<file path="src/rtl/bitwise_accum_pkg.sv">
//------------------------------------------------------------------------------
// Module   : bitwise_accum_pkg
// Brief    : Operation/state encodings and identity fill for bitwise_accum.
// Revision : 1.0 - initial release
//------------------------------------------------------------------------------
`default_nettype none

package bitwise_accum_pkg;

  localparam logic [1:0] OP_OR   = 2'b00;
  localparam logic [1:0] OP_AND  = 2'b01;
  localparam logic [1:0] OP_XOR  = 2'b10;
  localparam logic [1:0] OP_LOAD = 2'b11;

  typedef enum logic [1:0] {
    S_IDLE  = 2'b00,
    S_ACCUM = 2'b01,
    S_DONE  = 2'b10
  } state_t;

  // Single fill bit, replicated by the caller to any width: only AND starts from all-ones.
  function automatic logic identity(input logic [1:0] op);
    return (op == OP_AND);
  endfunction

endpackage

`default_nettype wire

</file>
<file path="src/rtl/bitwise_lane.sv">
//------------------------------------------------------------------------------
// Module   : bitwise_lane
// Brief    : Combinational per-lane OR/AND/XOR/LOAD of two WIDTH-bit words.
// Revision : 1.0 - initial release
//------------------------------------------------------------------------------
`default_nettype none

module bitwise_lane
  import bitwise_accum_pkg::*;
#(
  parameter int WIDTH = 32
) (
  input  logic [1:0]       op,
  input  logic [WIDTH-1:0] a,
  input  logic [WIDTH-1:0] b,
  output logic [WIDTH-1:0] y
);

  always_comb begin
    y = b;
    case (op)
      OP_OR:   y = a | b;
      OP_AND:  y = a & b;
      OP_XOR:  y = a ^ b;
      default: y = b;
    endcase
  end

endmodule

`default_nettype wire

</file>
<file path="src/rtl/bitwise_accum.sv">
//------------------------------------------------------------------------------
// Module   : bitwise_accum
// Brief    : Handshaked accumulator folding len operands with OR/AND/XOR/LOAD.
//            Optional set-bit count output when BITWISE_ACCUM_POPCOUNT_EN is defined.
// Revision : 1.0 - initial release
//------------------------------------------------------------------------------
`default_nettype none

module bitwise_accum
  import bitwise_accum_pkg::*;
#(
  parameter int WIDTH = 32,
  parameter int LEN_W = 4
) (
  input  logic             clock,
  input  logic             reset_n,
  input  logic             start,
  output logic             start_ready,
  input  logic [1:0]       op,
  input  logic [LEN_W-1:0] len,
  input  logic             abort,
  input  logic             in_valid,
  output logic             in_ready,
  input  logic [WIDTH-1:0] in_data,
  output logic             out_valid,
  input  logic             out_ready,
  output logic [WIDTH-1:0] out_data,
`ifdef BITWISE_ACCUM_POPCOUNT_EN
  output logic [$clog2(WIDTH+1)-1:0] out_ones,
`endif
  output logic             busy
);

  state_t             r_state;
  state_t             w_state_next;
  logic [1:0]         r_op;
  logic [LEN_W-1:0]   r_remaining;
  logic [WIDTH-1:0]   r_acc;
  logic [WIDTH-1:0]   w_acc_next;
  logic [WIDTH-1:0]   w_lane_y;
  logic               w_last_beat;

  bitwise_lane #(.WIDTH(WIDTH)) u_lane (
    .op (r_op),
    .a  (r_acc),
    .b  (in_data),
    .y  (w_lane_y)
  );

  assign w_last_beat = in_valid && (r_remaining == LEN_W'(1));

  always_comb begin
    w_state_next = r_state;
    w_acc_next   = r_acc;
    if (!abort) begin
      case (r_state)
        S_IDLE: begin
          if (start) begin
            w_acc_next   = {WIDTH{identity(op)}};
            w_state_next = (len == '0) ? S_DONE : S_ACCUM;
          end
        end
        S_ACCUM: begin
          if (in_valid) begin
            w_acc_next = w_lane_y;
            if (w_last_beat) w_state_next = S_DONE;
          end
        end
        S_DONE: begin
          if (out_ready) w_state_next = S_IDLE;
        end
        default: w_state_next = S_IDLE;
      endcase
    end else begin
      w_state_next = S_IDLE;
    end
  end

  always_ff @(posedge clock or negedge reset_n) begin
    if (!reset_n) begin
      r_state     <= S_IDLE;
      r_op        <= OP_OR;
      r_remaining <= '0;
      r_acc       <= '0;
    end else begin
      r_state <= w_state_next;
      r_acc   <= w_acc_next;
      if (abort) begin
        r_remaining <= '0;
      end else if (r_state == S_IDLE && start) begin
        r_op        <= op;
        r_remaining <= len;
      end else if (r_state == S_ACCUM && in_valid) begin
        r_remaining <= r_remaining - LEN_W'(1);
      end
    end
  end

  assign start_ready = (r_state == S_IDLE);
  assign in_ready    = (r_state == S_ACCUM);
  assign out_valid   = (r_state == S_DONE);
  assign busy        = (r_state != S_IDLE);
  assign out_data    = r_acc;

`ifdef BITWISE_ACCUM_POPCOUNT_EN
  localparam int ONES_W = $clog2(WIDTH+1);
  logic [ONES_W-1:0] w_ones;
  logic [ONES_W-1:0] r_ones;

  always_comb begin
    w_ones = '0;
    for (int i = 0; i < WIDTH; i++) begin
      w_ones = w_ones + ONES_W'(w_acc_next[i]);
    end
  end

  // Captured only on entry to DONE; any exit (handshake or abort) clears it.
  always_ff @(posedge clock or negedge reset_n) begin
    if (!reset_n) begin
      r_ones <= '0;
    end else if (w_state_next == S_DONE) begin
      if (r_state != S_DONE) r_ones <= w_ones;
    end else begin
      r_ones <= '0;
    end
  end

  assign out_ones = r_ones;
`endif

endmodule

`default_nettype wire

</file>
<file path="config.mk">
export PLATFORM = sky130hd
export DESIGN_NAME = bitwise_accum
export DESIGN_NICKNAME = d
export VERILOG_FILES = /design/src/rtl/bitwise_accum_pkg.sv /design/src/rtl/bitwise_lane.sv /design/src/rtl/bitwise_accum.sv
export SDC_FILE = /design/constraint.sdc
export NUM_CORES = 1
export LEC_CHECK = 0
export CORE_MARGIN = 5
export CORE_UTILIZATION = 55
export DETAILED_ROUTE_END_ITERATION = 12
export PLACE_DENSITY = 0.82
export SLEW_MARGIN = 20
export SYNTH_ARGS = -nofsm -noshare
export SYNTH_HDL_FRONTEND = slang
export SYNTH_SLANG_ARGS = --single-unit
</file>
<file path="constraint.sdc">
create_clock -name clock -period 4.7 [get_ports clock]
set_input_delay 0.94 -clock clock [delete_from_list [all_inputs] [get_ports clock]]
set_output_delay 0.94 -clock clock [all_outputs]
set_load 0.02 [all_outputs]
</file>
==> results.sh <==
export IMPL_cp_startpoint="abort"
export IMPL_synth_top_cell_area_share_pct=25.7
export IMPL_endpoint_kind="flop"
export IMPL_fin_worst_skew_ns=0.00606
export IMPL_fin_nets=575
export IMPL_hold_path_class="flop to flop"
export IMPL_arrival_ns=3.09
export IMPL_portBuffers=79
export IMPL_io_pin_count=80
export IMPL_syn_area_per_cell_um2=9.67
export IMPL_grt_start_max_net_pins=41
export IMPL_num_rows=30
export IMPL_min_from="r_remaining[3]$_DFFE_PN0P_"
export IMPL_fmax_ghz=0.346
export IMPL_ctsHoldBuffers=0
export IMPL_maxSlewHeadroom_pct=31.1
export IMPL_initial_core_util_pct=57.1
export IMPL_vias=3095
export IMPL_crit_path_start_kind="input pin"
export IMPL_final_antenna_net_count=0
export IMPL_cts_resized=0
export IMPL_grt_pass1_wl_um=14100
export IMPL_clockBufferDepth=2
export IMPL_ys_seq_elements=40
export IMPL_wl_um=8280
export IMPL_clk_pin_slew_ns=0.08
export IMPL_synthTopCellsByArea="dfrtp_1 26%, ha_1 21%, mux4_2 18%, inv_1 13%, o211ai_1 5.4%"
export IMPL_core_area_um2=6830
export IMPL_cap_violations=0
export IMPL_crit_required_ns=4.91
export IMPL_firstDrtPassIters=6
export IMPL_fin_crit_sh_pct=61.4
export IMPL_tns_ns=0
export IMPL_synth_nets=513
export IMPL_cts_num_sinks=40
export IMPL_max_stage_delay_ns=0.85
export IMPL_setup_viol=0
export IMPL_ys_warnings_count=0
export IMPL_nFillCells=552
export IMPL_maxSlewViolCount=0
export IMPL_htree_levels=2
export IMPL_r2r_start="r_state[1]$_DFFE_PN0P_"
export IMPL_clock_root_buffer="clkbuf_8"
export IMPL_track_usage_pct=19.7
export IMPL_worstMarginPinSlew_ns=1.03
export IMPL_fp_dieH_um=94.2
export IMPL_wire_per_inst_um=14.7
export IMPL_area_growth_pct=23.2
export IMPL_hpwl_um=6100
export IMPL_power_uw=1850
export IMPL_grt_overflow_total=0
export IMPL_drc=0
export IMPL_grt_pass1_vias=3108
export IMPL_finalInstanceArea_um2=4800
export IMPL_cp_cell_sequence="clkdlybuf4s50_1 > or2_1 > or4_4 > o211ai_1"
export IMPL_status="completed"
export IMPL_synth_cell_types=35
export IMPL_clk_latency_ns=0.29
export IMPL_syn_area_um2=3900
export IMPL_fin_util_pct=70.3
export IMPL_via_per_inst=5.51
export IMPL_netlist_instances=403
export IMPL_drt_iter0_drc=142
export IMPL_synth_largest_area_cell="dfrtp_1"
export IMPL_antenna_found_initial=0
export IMPL_fp_dieW_um=94.2
export IMPL_cts_setup_buffers=0
export IMPL_numCtsBuffers=5
export IMPL_path_max_fanout=35
export IMPL_rsz0062_at_grt="no"
export IMPL_peakVddDrop_uv=203
export IMPL_die_area_um2=8870
export IMPL_crit_type="input pin to flop"
export IMPL_p_per_area_nw_per_um2=385
export IMPL_critPathSlowestCell="or4_4"
export IMPL_drive_gt1_share_pct=11.2
export IMPL_dpl_cell_area_um2=4690
export IMPL_p_leak_uw=0.00230
export IMPL_gp_congestion=0.858
export IMPL_num_antenna_cells=0
export IMPL_yosysSeqAreaShare_pct=25.7
export IMPL_hold_violations=0
export IMPL_cts_tree="done"
export IMPL_post_route_min_period_ns=2.89
-- layout make-up --
| class | count | area, µm² | area share (%) |
|---|---|---|---|
| clock buffers | 6 | 72.6 | 1.51 |
| clock inverters | 2 | 35.0 | 0.730 |
| inverters | 133 | 499 | 10.4 |
| multi-input cells | 204 | 2270 | 47.3 |
| flip-flops and latches | 40 | 1000 | 20.9 |
| well taps | 96 | 120 | 2.50 |
| repair buffers | 81 | 801 | 16.7 |
-- metal layers --
metal / GRT usage (%) / wire length, µm / vias up
met4: 5.05 / 99 / 0
met2: 34.0 / 4120 / 88
met5: 0 / 0 / -
met3: 3.13 / 403 / 11
li1: - / - / 1454
met1: 25.6 / 3660 / 1542
-- cell usage in the layout (no fill, tap or decap), types with 2 or more instances in the layout --
cell             instances
inv_1                  133
clkdlybuf4s50_1         78
ha_1                    66
dfrtp_1                 38
o21ai_0                 34
mux4_2                  32
o211ai_1                28
nor2_1                   6
o211ai_2                 5
clkbuf_8                 5
nand3_1                  3
nand2_1                  3
nor2b_1                  2
nor4_1                   2
mux2_1                   2
mux2i_1                  2
nor3b_1                  2
buf_4                    2
dfrtp_2                  2
-- report_power, final --
part,leakage [µW],switching [µW],internal [µW]
sequential,0.000515,181,438
combinational,0.00173,412,538
clock,0.0000552,121,158
total,0.00230,714,1130
-- through the flow --
step	std cells	hold WS, ns	worst slack (ns)
floorplan	403	0.538	2.55
global placement	554	0.568	1.57
detailed placement	554	0.577	1.50
CTS	562	0.595	1.80
global route	562	0.620	1.62
finish	562	0.600	1.81
-- final timing paths --
check,to,slack [ns],depth (start not counted)
setup / recovery,out_data[12]$_DFFE_PN0P_,1.81,4
hold / removal,r_remaining[3]$_DFFE_PN0P_,0.60,2
setup reg to reg,out_data[12]$_DFFE_PN0P_,2.38,3
hold reg to reg,r_remaining[3]$_DFFE_PN0P_,0.60,2
max in group asynchronous,r_op[0]$_DFFE_PN0P_,3.32,1
min in group asynchronous,out_data[1]$_DFFE_PN0P_,0.77,1
-- critical path: cells and delay by family --
kind | cells | cell delay, ns
AOI/OAI and AO/OA | 1 | 0.17
and+or+nand+nor | 2 | 1.46
buffers and inverters | 1 | 0.48
-- cell usage after synthesis, drive strengths merged --
| master | count |
|---|---|
| o21ai | 34 |
| nand2b | 1 |
| mux2 | 2 |
| o31a | 1 |
| nor2b | 2 |
| nand4b | 1 |
| nand4 | 1 |
| or3 | 1 |
| buf | 16 |
| nor4 | 2 |
| o21a | 1 |
| or2 | 1 |
| nand3 | 3 |
| nand2 | 3 |
| nor2 | 6 |
| nor3b | 2 |
| clkbuf | 10 |
| a32oi | 1 |
| ha | 66 |
| or3b | 1 |
| mux2i | 3 |
| a211oi | 1 |
| or4 | 1 |
| o311a | 1 |
| o211ai | 33 |
| a21oi | 1 |
| o32ai | 1 |
| mux4 | 32 |
| o31ai | 1 |
| inv | 133 |
| o211a | 1 |
| dfrtp | 40 |
-- flip-flops by register name, summed over array words and instances (netlist names) --
signal       flops
out_data        32
r_op             2
r_remaining      4
r_state          2
-- kinds of logic (layout without fill, tap and decap cells) --
logic type / Yosys count / count (layout) / synth area share (%)
AOI/OAI and AO/OA: 76 / 76 / 13.3
DFF: 40 / 40 / 25.7
adders and majority gates: 66 / 66 / 21.2
and+or+nand+nor: 25 / 25 / 3.66
muxes: 37 / 37 / 19.8
buffers and inverters: 159 / 222 / 16.4
Note: power is estimated with default switching activity, not from simulation.
